<file path="config.mk">
export PLATFORM = sky130hd
export DESIGN_NAME = data_mem_lanes_flat
export DESIGN_NICKNAME = d
export VERILOG_FILES = /design/src/rtl/data_mem_pkg.sv /design/src/rtl/data_mem_lanes_if.sv /design/src/rtl/data_mem_clear_seq.sv /design/src/rtl/data_mem_lanes.sv /design/src/flat_wrapper.sv
export SDC_FILE = /design/constraint.sdc
export NUM_CORES = 2
export LEC_CHECK = 0
export CAP_MARGIN = 20
export CELL_PAD_IN_SITES_DETAIL_PLACEMENT = 0
export CELL_PAD_IN_SITES_GLOBAL_PLACEMENT = 1
export CORE_MARGIN = 1
export CORE_UTILIZATION = 39
export CTS_BUF_LIST = sky130_fd_sc_hd__clkbuf_4
export CTS_CLUSTER_SIZE = 20
export DETAILED_ROUTE_END_ITERATION = 7
export PLACE_DENSITY = 0.74
export SLEW_MARGIN = 20
export SYNTH_ARGS = -nofsm -noshare
export SYNTH_HDL_FRONTEND = slang
export SYNTH_HIERARCHICAL = 1
export SYNTH_SLANG_ARGS = --single-unit
</file>
<file path="constraint.sdc">
create_clock -name clk -period 43.9 [get_ports clk]
set_input_delay 6.585 -clock clk [delete_from_list [all_inputs] [get_ports clk]]
set_output_delay 6.585 -clock clk [all_outputs]
set_load 0.005 [all_outputs]
</file>
<file path="src/rtl/data_mem_pkg.sv">
// Shared types and helpers for the lane-masked data memory.
// Holds the FSM encoding, default geometry and the lane-merge function.
package data_mem_pkg;

    localparam int DATA_W_DEF = 256;
    localparam int LANE_W_DEF = 16;
    localparam int DEPTH_DEF  = 6;
    localparam int ADDR_W_DEF = 3;

    // Widest word the merge helper handles; callers resize in and out of it.
    localparam int MAX_DATA_W = 4096;
    typedef logic [MAX_DATA_W-1:0] wide_t;

    typedef enum logic {
        ST_CLEAR = 1'b0,
        ST_IDLE  = 1'b1
    } state_t;

    // Bits set in bit_mask take new_w, the rest keep old_w.
    function automatic wide_t lane_merge(input wide_t old_w,
                                         input wide_t new_w,
                                         input wide_t bit_mask);
        return (old_w & ~bit_mask) | (new_w & bit_mask);
    endfunction

endpackage

</file>
<file path="src/rtl/data_mem_lanes_if.sv">
// Request/response bundle between the datapath and the lane-masked memory.
interface data_mem_lanes_if #(
    parameter int DATA_W = data_mem_pkg::DATA_W_DEF,
    parameter int LANE_W = data_mem_pkg::LANE_W_DEF,
    parameter int ADDR_W = data_mem_pkg::ADDR_W_DEF
);
    localparam int LANES = DATA_W / LANE_W;

    logic [ADDR_W-1:0] pointer;
    logic              write_data;
    logic              read_data;
    logic [DATA_W-1:0] data_to_write;
    logic [LANES-1:0]  lane_mask;
    logic              clear;
    logic [DATA_W-1:0] data;
    logic              data_valid;
    logic              addr_err;
    logic              busy;

    modport master (
        output pointer, write_data, read_data, data_to_write, lane_mask, clear,
        input  data, data_valid, addr_err, busy
    );

    modport slave (
        input  pointer, write_data, read_data, data_to_write, lane_mask, clear,
        output data, data_valid, addr_err, busy
    );

endinterface

</file>
<file path="src/rtl/data_mem_clear_seq.sv">
// Zero-sweep sequencer: walks every word index after reset or a clear request
// and reports busy while the sweep owns the array write port.
module data_mem_clear_seq
    import data_mem_pkg::*;
#(
    parameter int DEPTH  = DEPTH_DEF,
    parameter int ADDR_W = ADDR_W_DEF
) (
    input  logic              clk,
    input  logic              reset,
    input  logic              clear,
    output logic              busy,
    output logic              clr_we,
    output logic [ADDR_W-1:0] clr_addr
);

    localparam logic [ADDR_W-1:0] LAST_IDX = ADDR_W'(DEPTH - 1);

    state_t            state, state_nxt;
    logic [ADDR_W-1:0] idx, idx_nxt;

    // NOTE: clocked state uses non-blocking assignments so every register
    // samples the pre-edge values, independent of statement order.
    always_ff @(posedge clk or negedge reset) begin
        if (!reset) begin
            state <= ST_CLEAR;
            idx   <= '0;
        end else begin
            state <= state_nxt;
            idx   <= idx_nxt;
        end
    end

    // NOTE: every output of this block is given a default first, so no path
    // leaves a signal unassigned and no latch is inferred.
    always_comb begin
        state_nxt = state;
        idx_nxt   = idx;
        clr_we    = 1'b0;
        case (state)
            ST_CLEAR: begin
                clr_we = 1'b1;
                if (idx == LAST_IDX) begin
                    state_nxt = ST_IDLE;
                    idx_nxt   = '0;
                end else begin
                    idx_nxt = idx + ADDR_W'(1);
                end
            end
            ST_IDLE: begin
                if (clear) begin
                    state_nxt = ST_CLEAR;
                    idx_nxt   = '0;
                end
            end
            default: state_nxt = ST_CLEAR;
        endcase
    end

    assign busy     = (state == ST_CLEAR);
    assign clr_addr = idx;

endmodule

</file>
<file path="src/rtl/data_mem_lanes.sv">
// Lane-masked data memory: DEPTH x DATA_W array, registered read with valid
// strobe, out-of-range detection and a hardware zero sweep.
module data_mem_lanes
    import data_mem_pkg::*;
#(
    parameter int DATA_W = DATA_W_DEF,
    parameter int DEPTH  = DEPTH_DEF,
    parameter int LANE_W = LANE_W_DEF,
    parameter int ADDR_W = ADDR_W_DEF
) (
    input logic              clk,
    input logic              reset,
    data_mem_lanes_if.slave  bus
);

    localparam int LANES = DATA_W / LANE_W;

    logic              busy;
    logic              clr_we;
    logic [ADDR_W-1:0] clr_addr;

    logic              in_range;
    logic              accept;
    logic              wr_ok;
    logic              rd_req;
    logic              err_nxt;
    logic [DATA_W-1:0] bit_mask;
    logic [DATA_W-1:0] rd_word;
    logic [DATA_W-1:0] merged;

    logic [DATA_W-1:0] data_q;
    logic              valid_q;
    logic              err_q;

    logic [DATA_W-1:0] mem [DEPTH];

    data_mem_clear_seq #(
        .DEPTH  (DEPTH),
        .ADDR_W (ADDR_W)
    ) u_clear_seq (
        .clk      (clk),
        .reset    (reset),
        .clear    (bus.clear),
        .busy     (busy),
        .clr_we   (clr_we),
        .clr_addr (clr_addr)
    );

    // A clear request in idle drops any request presented alongside it.
    assign in_range = {1'b0, bus.pointer} < (ADDR_W + 1)'(DEPTH);
    assign accept   = !busy && !bus.clear;
    assign wr_ok    = accept && bus.write_data && in_range;
    assign rd_req   = accept && bus.read_data;
    assign err_nxt  = accept && (bus.write_data || bus.read_data) && !in_range;

    for (genvar k = 0; k < LANES; k++) begin : g_lane
        assign bit_mask[k*LANE_W +: LANE_W] = {LANE_W{bus.lane_mask[k]}};
    end

    assign rd_word = mem[bus.pointer];
    assign merged  = DATA_W'(lane_merge(wide_t'(rd_word),
                                        wide_t'(bus.data_to_write),
                                        wide_t'(bit_mask)));

    // NOTE: the array has no reset; the clear sweep zeroes it instead, which
    // keeps it mappable onto plain RAM without a reset network.
    always_ff @(posedge clk) begin
        if (clr_we) begin
            mem[clr_addr] <= '0;
        end else if (wr_ok) begin
            mem[bus.pointer] <= merged;
        end
    end

    // The read samples the array before this edge's write lands,
    // giving read-before-write on a shared pointer.
    always_ff @(posedge clk or negedge reset) begin
        if (!reset) begin
            data_q  <= '0;
            valid_q <= 1'b0;
            err_q   <= 1'b0;
        end else begin
            valid_q <= rd_req;
            err_q   <= err_nxt;
            if (rd_req) begin
                data_q <= in_range ? rd_word : '0;
            end
        end
    end

    assign bus.data       = data_q;
    assign bus.data_valid = valid_q;
    assign bus.addr_err   = err_q;
    assign bus.busy       = busy;

endmodule

</file>
<file path="src/flat_wrapper.sv">
// flat-port wrapper written by rule: the top's interface ports become plain ports
module data_mem_lanes_flat import data_mem_pkg::*;
#(
    parameter int DATA_W = DATA_W_DEF,
    parameter int DEPTH  = DEPTH_DEF,
    parameter int LANE_W = LANE_W_DEF,
    parameter int ADDR_W = ADDR_W_DEF
)
  (clk, reset, bus_pointer, bus_write_data, bus_read_data, bus_data_to_write, bus_lane_mask, bus_clear, bus_data, bus_data_valid, bus_addr_err, bus_busy);
  data_mem_lanes_if #(.DATA_W(DATA_W), .LANE_W(LANE_W), .ADDR_W(ADDR_W)) bus_i ();
  input logic clk;
  input logic reset;
  input wire logic [$bits(bus_i.pointer)-1:0] bus_pointer;
  input wire logic [$bits(bus_i.write_data)-1:0] bus_write_data;
  input wire logic [$bits(bus_i.read_data)-1:0] bus_read_data;
  input wire logic [$bits(bus_i.data_to_write)-1:0] bus_data_to_write;
  input wire logic [$bits(bus_i.lane_mask)-1:0] bus_lane_mask;
  input wire logic [$bits(bus_i.clear)-1:0] bus_clear;
  output wire logic [$bits(bus_i.data)-1:0] bus_data;
  output wire logic [$bits(bus_i.data_valid)-1:0] bus_data_valid;
  output wire logic [$bits(bus_i.addr_err)-1:0] bus_addr_err;
  output wire logic [$bits(bus_i.busy)-1:0] bus_busy;
  assign bus_i.pointer = bus_pointer;
  assign bus_i.write_data = bus_write_data;
  assign bus_i.read_data = bus_read_data;
  assign bus_i.data_to_write = bus_data_to_write;
  assign bus_i.lane_mask = bus_lane_mask;
  assign bus_i.clear = bus_clear;
  assign bus_data = bus_i.data;
  assign bus_data_valid = bus_i.data_valid;
  assign bus_addr_err = bus_i.addr_err;
  assign bus_busy = bus_i.busy;
  data_mem_lanes #(.DATA_W(DATA_W), .DEPTH(DEPTH), .LANE_W(LANE_W), .ADDR_W(ADDR_W)) u_core (.clk(clk), .reset(reset), .bus(bus_i));
endmodule
</file>
# After elaboration in Yosys (flattened, before gate mapping)
# Memories as Yosys holds them, arrays and structs flattened.
# Cells that the tools add are included.
[op_classes]
addsub = 1
magnitude_cmp = 1
n_eq_ne = 2
mux = 14
bitwise = 5
n_reduce_logical = 10
[ops]
columns = ["cell", "n"]
rows = [
  ["$and 256x256->256", 2],
  ["$mux 256", 2],
  ["$not 256->256", 1],
  ["$or 256x256->256", 1],
  ["$reduce_or 256->1", 1],
  ["$mux 3", 3],
  ["$mux 1", 7],
  ["$logic_and 1x1->1", 6],
  ["$pmux 3 s2", 1],
  ["$add 3x1->3 const B", 1],
  ["$eq 3x3->1 const B", 1],
  ["$lt 3x3->1 const B", 1],
  ["$logic_not 1->1", 2],
  ["$ne 2x2->1 const B", 1],
  ["$pmux 1 s2", 1],
  ["$logic_or 1x1->1", 1],
  ["$not 1->1", 1],
]
[totals]
register_bits = 262
mem_bits_rw = 1536
word_cells = 39
n_memories = 1
[memory_table]
columns = ["name", "words", "width", "read_ports", "rd_clocked_by_memory_dff", "wr", "line", "text"]
rows = [
  ["u_core.mem", 6, 256, 1, 0, 1, "data_mem_lanes.sv:35", "logic [DATA_W-1:0] mem [DEPTH];"],
]

# Depth between registers and ports, before layout
[depth]
depth_word = 9
ltp_mapped = 8

# Hierarchy
# The synthesis kept the hierarchy.
[modules_own_cells]
columns = ["mod", "instances", "cells_per_inst", "area_per_inst_um2", "seq_area_each_um2"]
rows = [
  ["data_mem_lanes", 1, 4816, 74223.7, 52580.4],
  ["data_mem_clear_seq", 1, 18, 181.4, 100.1],
]

# Worst setup path after synthesis
# OpenSTA, ideal clock, no wires.
[synth_path]
path_type = "reg-to-reg"
start = "register u_core.u_clear_seq.state"
end = "memory u_core/mem[0][0] (netlist name) (enable)"
setup_ns = 1.257
t_arrival_ns = 19.657
t_required_ns = 42.643
path_slack_ns = 22.986
stages_incl_launch_ff = 5
path_buffers = 1
cell_sequence = "dfrtp_1 -> inv_1 -> buf_4 -> nand2b_1 -> o32ai_1"
[synth_via]
elab_chain_cells = 8
elab_cells_between_ends = 10
[synth_rtl]
columns = ["item", "line", "text"]
rows = [
  ["from (decl)", "data_mem_clear_seq.sv:19", "state_t state, state_nxt;"],
  ["from (signal assigned)", "data_mem_clear_seq.sv:29", "state <= state_nxt;"],
  ["$logic_and 1x1->1", "data_mem_lanes.sv:51", "assign accept = !busy && !bus.clear;"],
  ["$logic_and 1x1->1 (2 in a row)", "data_mem_lanes.sv:52", "assign wr_ok = accept && bus.write_data && in_range;"],
  ["$mux 1", "data_mem_lanes.sv:70", "end else if (wr_ok) begin"],
  ["$mux 1", "data_mem_lanes.sv:68", "if (clr_we) begin"],
  ["$mux 1 (not written as such)", "data_mem_lanes.sv:71", "mem[bus.pointer] <= merged;"],
  ["$reduce_or 256->1 (no source line)", "-", ""],
  ["$mux 3 (no source line) or $mux 1 (tied branches)", "-", ""],
  ["to (decl)", "data_mem_lanes.sv:35", ""],
]
# Parallel ways exist; a longest one is shown, timed or not.

# Worst setup path in the final report
[layout_path]
start = "input bus_pointer[1]"
end = "memory u_core/mem[0][112] (netlist name), data pin"
[layout_via]
elab_chain_cells = 7
elab_cells_between_ends = 10
[layout_rtl]
columns = ["item", "line", "text"]
rows = [
  ["from (decl)", "flat_wrapper.sv:13", "input wire logic [$bits(bus_i.pointer)-1:0] bus_pointer;"],
  ["$lt 3x3->1", "data_mem_lanes.sv:50", "assign in_range = {1'b0, bus.pointer} < (ADDR_W + 1)'(DEPTH);"],
  ["$logic_and 1x1->1", "data_mem_lanes.sv:52", ""],
  ["$mux 1", "data_mem_lanes.sv:70", ""],
  ["$mux 1", "data_mem_lanes.sv:68", ""],
  ["$mux 1 (not written as such)", "data_mem_lanes.sv:71", ""],
  ["$reduce_or 256->1 (no source line)", "-", ""],
  ["$mux 256 (no source line) *", "-", ""],
]
# Mark *: on every way between the ends. The rest lies on a longest branch, timed or not.

==> results by group <==
Outcome
  • Status: finished clean

Detailed routing
  • DRT iter0 DRCs: 3521
  • Vias per cell: 5.64
  • Drt pass-1 iters: 6
  • Final WL: 209000 microns
  • Post-route DRC: 0
  • Via Count: 47300
  • Wire per inst: 24.9 microns
  • Post-DRT Antenna Nets: 0

Timing
  • # setup viols final: 0
  • Max Clk Rate: 0.102 GHz
  • Final hold violations: 0
  • RSZ-0062 raised after global routing: false
  • Relative slew margins: 22.0%
  • Period minus WS final: 9.84 ns
  • Slack of the critical path: 34.06 ns
  • Setup TNS: 0 ns
  • Fin. max-slew vios: 0
  • Worst hold slack: 0.481 ns
  • Slew @ Worst Pin: 1.17 ns
  • Clock Skew: 0.113 ns
  • Fin crit share: 22.4%

Yosys
  • Post-synth net total: 5114
  • Synth area leader: edfxtp_1
  • Synth area leaders: edfxtp_1, dfrtp_1, mux2i_1, o211ai_1, mux2_2
  • Sequential element share of the synthesized area: 70.8%
  • Mapped Area: 74400 sq um
  • Synth top area share: 62.0%
  • Largest family of logic cells by synthesized area: compound AO/OA/AOI/OAI gates
  • Commonest cells post-synth: edfxtp_1, mux2i_1, o211ai_1, o21ai_1, dfrtp_1
  • Main synth FF type: edfxtp_1
  • Synth Area in Simple Gates: 3.63%
  • Complex-gate fraction of the synthesized area: 11.9%
  • Post-synthesis mux area share: 10.8%
  • Xor and xnor area share after synthesis: 0%
  • Asr flop ratio synth: 14.6%
  • Adder-cell share of the synthesized area: 0%
  • Post-synth EDFFs: 1536
  • Flops & latches, synth: 1798
  • Synth Warn #: 6
  • Syn Inst Count: 4834
  • Most common cell in the netlist: edfxtp_1
  • Syn Area/Cell: 15.4 sq um
  • Cell variety after synth: 40

Placed design
  • IO buf count: 538
  • Pre-CTS WS: 32.78 ns
  • Hpwl dp: 109000 microns
  • Gpl congestion: 0.763

Clocking
  • Post-CTS Setup Inserts: 0
  • Clock buffer depth: 4
  • Max H-tree Level: 5
  • Post_cts resized: 0
  • CTS tree: yes
  • Clk root buf: clkbuf_4
  • CTS buffer count: 472
  • Clk slew on worst S/H paths: 0.06 ns
  • Worst-skew pair later-pin latency: 1.37 ns
  • Clock sink count: 1798
  • Post-cts hold buffer count: 0

GRT
  • Largest net degree at the start of global routing: 158
  • Initial antenna violation count: 8
  • Vias in the first global route: 48500
  • GRT Total Usage: 21.2%
  • First-pass GRT wire length: 309000 microns
  • Total gr overflow: 0

Worst setup path
  • Reg2reg start: u_core/u_clear_seq/state$_DFF_PN0_
  • Worst Setup Path Type: input pin to flip-flop
  • Flop2flop setup slack: 39.42 ns
  • Setup crit end kind: flip-flop
  • Max FO, Critical Path: 50
  • CP Data Required Time: 44.86 ns
  • Reg2reg end: u_core/mem[4][32]$_DFFE_PP_
  • Crit path DAT: 10.80 ns
  • Worst reg2reg path depth: 7
  • Startpoint types: input pin

Finish
  • Fillers: 16600
  • Final #Nets: 5790
  • Synthesis-to-layout area growth: 18.3%
  • Layout cells sized above 1: 19.4%

Floorplan
  • Floorplan core area: 189000 sq um
  • Die height: 439 microns
  • Starting Density: 39.5%
  • Die ar.: 193000 sq um
  • Die W: 439 microns
  • FP Rows: 159
  • IO Pins: 539

Power and ir drop
  • PwrDens: 58.0 nW/um^2
  • Max VDD drop: 55.7 uV
  • Tot Pwr: 5.10 mW
  • Static leakage: 31.0 nW

Worst hold path
  • Hold path cells: 2
  • Hold EP: u_core/bus.data[102]$_DFFE_PN0P_
  • Worst hold path startpoint: u_core/bus.data[102]$_DFFE_PN0P_
  • Worst min path class: flip-flop to flip-flop

Job
  • Number of max-cap violations: 0
[power breakdown]
| part | switching (mW) | leakage [nW] | internal (mW) |
|---|---|---|---|
| logic | 0.646 | 9.40 | 0.385 |
| registers | 0.168 | 17.9 | 2.42 |
| clock network | 0.674 | 3.73 | 0.810 |
[cells in the final DEF (no fill, tap or decap), types with 5 or more instances in the layout]
cell type,n
o21ai_1,457
o211ai_1,510
clkinv_2,20
o21ai_0,55
buf_12,10
nand4_1,255
clkbuf_4,728
a22o_1,255
nand2_1,261
clkdlybuf4s50_1,533
bufinv_16,10
a21oi_2,13
clkinv_1,86
buf_4,77
inv_2,5
mux2_2,255
edfxtp_1,1536
mux2i_1,513
dfrtp_1,262
[worst max-delay path: stages]
cell and delay, ns:
buf_8 0.42, buf_4 0.66, buf_4 0.69, buf_4 0.67
buf_4 0.72, a21oi_2 0.42, o211ai_1 0.21, o21ai_1 0.17
[routing by layer]
metal	vias up	wire [microns]	share of wire (%)	track usage, %
li1	21100	-	-	-
met1	23900	84700	41	26.7
met2	1941	102000	49	35.0
met3	369	13200	6.3	4.04
met4	2	8790	4.2	10.5
met5	-	13	0.0062	0
[sequential cells by signal, indices dropped and copies added, names as in the netlist]
signal,cells
u_core/bus.addr_err,1
u_core/bus.data,256
u_core/mem,1536
u_core/u_clear_seq/state,1
u_core/u_clear_seq/clr_addr,3
u_core/bus.data_valid,1
[through the flow]
stage	area [sq um]	instances	util, %
after global routing	88000	8386	46.7
after global placement	81700	7531	43.3
after CTS	88000	8383	46.6
final	88000	8387	46.7
after floorplan	74400	4834	-
after detailed placement	81700	7531	43.3
[cell families after synthesis]
logic type,Yosys count
DFF,1798
buffers and inverters,428
AOI/OAI and AO/OA,1306
and+or+nand+nor,534
muxes,768
[final cells by class]
class,instances,area [sq um],share of cell area (%)
sequential,1798,52700,59.9
timing repair buffer,625,6180,7.02
clock buffer,728,5470,6.21
tap,2495,3120,3.55
antenna,4,10.0,0.0114
multi-input combinational,2608,19700,22.4
inverter,5,31.3,0.0355
clock inverter,124,764,0.869
[how the worst max path moves through the flow]
stage / depth (start not counted) / to / startpoint
6_report: 8 / u_core/mem[0][112]$_DFFE_PP_ / bus_pointer[1]
4_1_cts: 2 / bus_busy / u_core/u_clear_seq/state$_DFF_PN0_
5_1_grt: 8 / u_core/mem[2][112]$_DFFE_PP_ / bus_pointer[1]
3_5_place_dp: 8 / u_core/mem[4][112]$_DFFE_PP_ / bus_pointer[1]
3_3_place_gp: 8 / u_core/mem[0][126]$_DFFE_PP_ / bus_pointer[1]
2_1_floorplan: 4 / u_core/mem[0][0]$_DFFE_PP_ / u_core/u_clear_seq/state$_DFF_PN0_
(Power assumes the default switching activity.)
